## src/rtl/demux_1ne2.sv

```systemverilog
// Registered 1-to-2 demultiplexer with per-channel one-entry holding registers and
// valid/ready handshakes. Define DEMUX_STATS_EN to add per-channel delivery counters.
module demux_1ne2 #(
  parameter int unsigned W = 16
) (
  input  logic         Clock,
  input  logic         Resetn,
  input  logic [W-1:0] Hyrja,
  input  logic         S,
  input  logic         Valid_in,
  output logic         Ready_in,
  output logic [W-1:0] Dalja0,
  output logic         Valid0,
  input  logic         Ready0,
  output logic [W-1:0] Dalja1,
  output logic         Valid1,
  input  logic         Ready1
`ifdef DEMUX_STATS_EN
  ,
  output logic [15:0]  Count0,
  output logic [15:0]  Count1
`endif
);

  typedef enum logic {StEmpty, StFull} ch_state_e;

  ch_state_e        state0_q, state0_d;
  ch_state_e        state1_q, state1_d;
  logic [W-1:0]     data0_q, data0_d;
  logic [W-1:0]     data1_q, data1_d;
  logic             accept;
  logic             accept0, accept1;
  logic             drain0, drain1;

  // Only the selected channel may stall the input.
  always_comb begin
    Ready_in = 1'b0;
    if (S) begin
      Ready_in = (state1_q == StEmpty) || Ready1;
    end else begin
      Ready_in = (state0_q == StEmpty) || Ready0;
    end
  end

  assign accept  = Valid_in && Ready_in;
  assign accept0 = accept && !S;
  assign accept1 = accept && S;
  assign drain0  = (state0_q == StFull) && Ready0;
  assign drain1  = (state1_q == StFull) && Ready1;

  always_comb begin
    state0_d = state0_q;
    data0_d  = data0_q;
    if (accept0) begin
      state0_d = StFull;
      data0_d  = Hyrja;
    end else if (drain0) begin
      state0_d = StEmpty;
    end
  end

  always_comb begin
    state1_d = state1_q;
    data1_d  = data1_q;
    if (accept1) begin
      state1_d = StFull;
      data1_d  = Hyrja;
    end else if (drain1) begin
      state1_d = StEmpty;
    end
  end

  always_ff @(posedge Clock or negedge Resetn) begin
    if (!Resetn) begin
      state0_q <= StEmpty;
      state1_q <= StEmpty;
      data0_q  <= '0;
      data1_q  <= '0;
    end else begin
      state0_q <= state0_d;
      state1_q <= state1_d;
      data0_q  <= data0_d;
      data1_q  <= data1_d;
    end
  end

  assign Dalja0 = data0_q;
  assign Dalja1 = data1_q;
  assign Valid0 = (state0_q == StFull);
  assign Valid1 = (state1_q == StFull);

`ifdef DEMUX_STATS_EN
  logic [15:0] count0_q, count0_d;
  logic [15:0] count1_q, count1_d;

  // Counters wrap naturally at 16 bits.
  always_comb begin
    count0_d = count0_q;
    count1_d = count1_q;
    if (drain0) count0_d = count0_q + 16'd1;
    if (drain1) count1_d = count1_q + 16'd1;
  end

  always_ff @(posedge Clock or negedge Resetn) begin
    if (!Resetn) begin
      count0_q <= '0;
      count1_q <= '0;
    end else begin
      count0_q <= count0_d;
      count1_q <= count1_d;
    end
  end

  assign Count0 = count0_q;
  assign Count1 = count1_q;
`endif

endmodule
```

## config.mk

```make
export PLATFORM = sky130hd
export DESIGN_NAME = demux_1ne2
export DESIGN_NICKNAME = d
export VERILOG_FILES = /design/src/rtl/demux_1ne2.sv
export SDC_FILE = /design/constraint.sdc
export NUM_CORES = 1
export LEC_CHECK = 0
export BUFFER_PORTS_ARGS = -buffer_cell sky130_fd_sc_hd__buf_2
export CAP_MARGIN = 20
export CORE_ASPECT_RATIO = 0.7
export CORE_MARGIN = 3
export CORE_UTILIZATION = 45
export CTS_CLUSTER_DIAMETER = 200
export DETAILED_ROUTE_END_ITERATION = 10
export GPL_TIMING_DRIVEN = 0
export PLACE_DENSITY_LB_ADDON = 0.1
export SLEW_MARGIN = 5
export SYNTH_ARGS = -nofsm -noshare
export SYNTH_HDL_FRONTEND = slang
export SYNTH_SLANG_ARGS = --single-unit
```

## constraint.sdc

```tcl
create_clock -name Clock -period 3.15 [get_ports Clock]
set_input_delay 0.63 -clock Clock [delete_from_list [all_inputs] [get_ports Clock]]
set_output_delay 0.63 -clock Clock [all_outputs]
set_load 0.1 [all_outputs]
```

==> impl_metrics.tcl <==
set metrics [dict create \
    cts_setup_buffers 0 \
    tritoncts "yes" \
    crit_type "in -> out" \
    critPathMaxStageDelay_ps 440 \
    place.gp.congestion 0.644 \
    fmax_mhz 479 \
    vias 837 \
    synthCells 78 \
    ys_seq_area_share_pct 62.3 \
    wl_per_cell_um 14.4 \
    cp_max_fo 3 \
    clkTransAtPathRegs_ps 60 \
    yosys_warnings 0 \
    pre_cts_slack_ps 1060 \
    antenna_found_initial 0 \
    grt_max_degree 35 \
    postCtsHoldBufs 0 \
    dieWidth_um 71.8 \
    worst_pin_slew_ps 732 \
    rsz0062_at_grt "false" \
    grt_overflow 0 \
    p_switching_w 0.000850 \
    power_density_nw_per_um2 960 \
    seq_power_share_pct 31.8 \
    ctsResizeCount 0 \
    critPathLaunchType "primary input" \
    maxCapViolations 0 \
    final_max_slew_viol_count 0 \
    layoutNonFillerInstCount 178 \
    drcViolationCount 0 \
    setup_ws_ps 1060 \
    synth.avg_cell_area_um2 17.5 \
    htreeDepth 2 \
    firstDrtPassIters 3 \
    portBuffers 56 \
    swShare_pct 49.2 \
    drive_gt1_share_pct 72.5 \
    leakage_nw 0.900 \
    rows 16 \
    ys_ff_latch 34 \
    clk_path_buf_depth 2 \
    syn_to_final_growth_pct 31.9 \
    grtUsageTotal_pct 15.2 \
    start_util_pct 48.0 \
    dp_cells 170 \
    dp_hpwl_mm 1.84 \
    hp-class "in -> async" \
    routed_wl_mm 2.56 \
    final_util_pct 63.3 \
    outcome "finished clean" \
    die_h_um 52.1 \
    p_comb_share_pct 47.1 \
    die_area_um2 3740 \
    io_pins 57 \
    crit_required_ps 2520 \
    fillers 229 \
    fin_crit_sh_pct 66.3 \
    ant_nets 0 \
    first_global_vias 876 \
    fin_nets 163 \
    syn-num-nets 100 \
    cpMostUsedCell "buf_2" \
    path_cells "buf_2, nand2b_2, nor2_1, a21oi_1, buf_2" \
    antennaDiodeCount 0 \
    power.internal_w 0.000879 \
    peakVddDrop_v 0.000601 \
    crit_arrival_ps 1460 \
    cts_sinks 34 \
    fin_total_pwr_w 0.00173 \
    cp_slowest_cell "buf_2" \
    clkPwrFrac_pct 21.1 \
    root_buffer "clkbuf_8" \
    crit_path_end_kind "primary output" \
    worst_clock_skew_ps 2.64 \
    netlist_area_um2 1370 \
    finalSetupTns_ps 0 \
    min_period_ps 2090 \
    setup_viol 0 \
    grt_pass1_wl_mm 4.13 \
    drtIter0Drc 17 \
    viasPerCell 4.70 \
    slew_headroom_pct 51.2 \
    ys_types 15 \
    insertion_delay_ps 280 \
    numCtsBuffers 5 \
    core_um2 2840 \
    hold_viol_final 0 \
]
## power by group through the flow
stage | Sequential [W] | Clock (W) | Combinational (W)
floorplan | 0.00113 | 0 | 0.000115
global placement | 0.000553 | 0 | 0.000814
detailed placement | 0.000557 | 0 | 0.000819
CTS | 0.000550 | 0.000379 | 0.000820
global route | 0.000560 | 0.000401 | 0.000836
finish | 0.000550 | 0.000364 | 0.000814
## worst max-delay path, delay by kind of cell
family	cells	cell delay, ps
AO/OA/AOI/OAI	1	120
buffers and inverters	2	510
AND/OR/NAND/NOR	2	190
## cell usage after synthesis
library cell	n	area [um^2]
nand2_2	1	6.26
inv_1	1	3.75
o21ai_0	1	5.00
dfrtp_1	34	851
mux2_4	10	150
mux2_2	22	248
buf_12	1	20.0
nand2b_2	1	8.76
or2b_1	1	7.51
a21oi_1	1	5.00
nor2_4	1	11.3
nand3b_4	1	20.0
buf_6	1	11.3
nor2b_4	1	13.8
nor2_1	1	3.75
## per-layer routing
| layer | routed length (um) | track usage, % |
|---|---|---|
| met1 | 1090 | 18.2 |
| met2 | 1250 | 24.5 |
| met3 | 196 | 5.79 |
| met4 | 27 | 6.56 |
| met5 | 0 | 0 |
## registers in the layout, indices dropped and copies added (netlist names)
signal and cells:
Dalja0 16, Dalja1 16, Valid0 1, Valid1 1
## kinds of logic after synthesis
group	count (synthesis)	share of synthesized area, %
AO/OA/AOI/OAI	2	0.733
buffers and inverters	3	2.57
flip-flops	34	62.3
AND/OR/NAND/NOR	7	5.22
multiplexers	32	29.1
## through the flow
stage | cell area, um^2 | hold WS, ps
2_1_floorplan | 1370 | 334
6_report | 1800 | 410
3_5_place_dp | 1690 | 489
3_3_place_gp | 1690 | 482
4_1_cts | 1800 | 435
5_1_grt | 1800 | 462
## cell type report
type / count / area [um^2] / area share (%)
clock buffer: 8 / 110 / 6.12
multi-input combinational: 41 / 479 / 26.6
sequential: 34 / 851 / 47.3
tap: 36 / 45.0 / 2.50
inverter: 1 / 3.75 / 0.208
buffer: 2 / 31.3 / 1.74
timing repair buffer: 56 / 280 / 15.6
## cell usage in the layout, fill, tap and decap left out, drive strengths merged
cell type and n:
or2b 1, inv 1, clkbuf 8, nor2 2
mux2 32, nand2b 1, a21oi 1, dfrtp 34
nand3b 1, buf 58, nand2 1, o21ai 1
nor2b 1
## path summary, 6_finish.rpt
| path | from | endpoint | slack [ps] | cells after the start |
|---|---|---|---|---|
| max | Ready0 | Ready_in | 1060 | 5 |
| min | Resetn | Dalja1[6] | 410 | 1 |
| max reg2reg | Valid1 | Dalja1[12] | 1780 | 4 |
| min reg2reg | Dalja0[9] | Dalja0[9] | 500 | 1 |
| max in group asynchronous | Resetn | Dalja1[1] | 2270 | 1 |
| min in group Clock | Dalja0[9] | Dalja0[9] | 500 | 1 |
(Power assumes the default switching activity.)
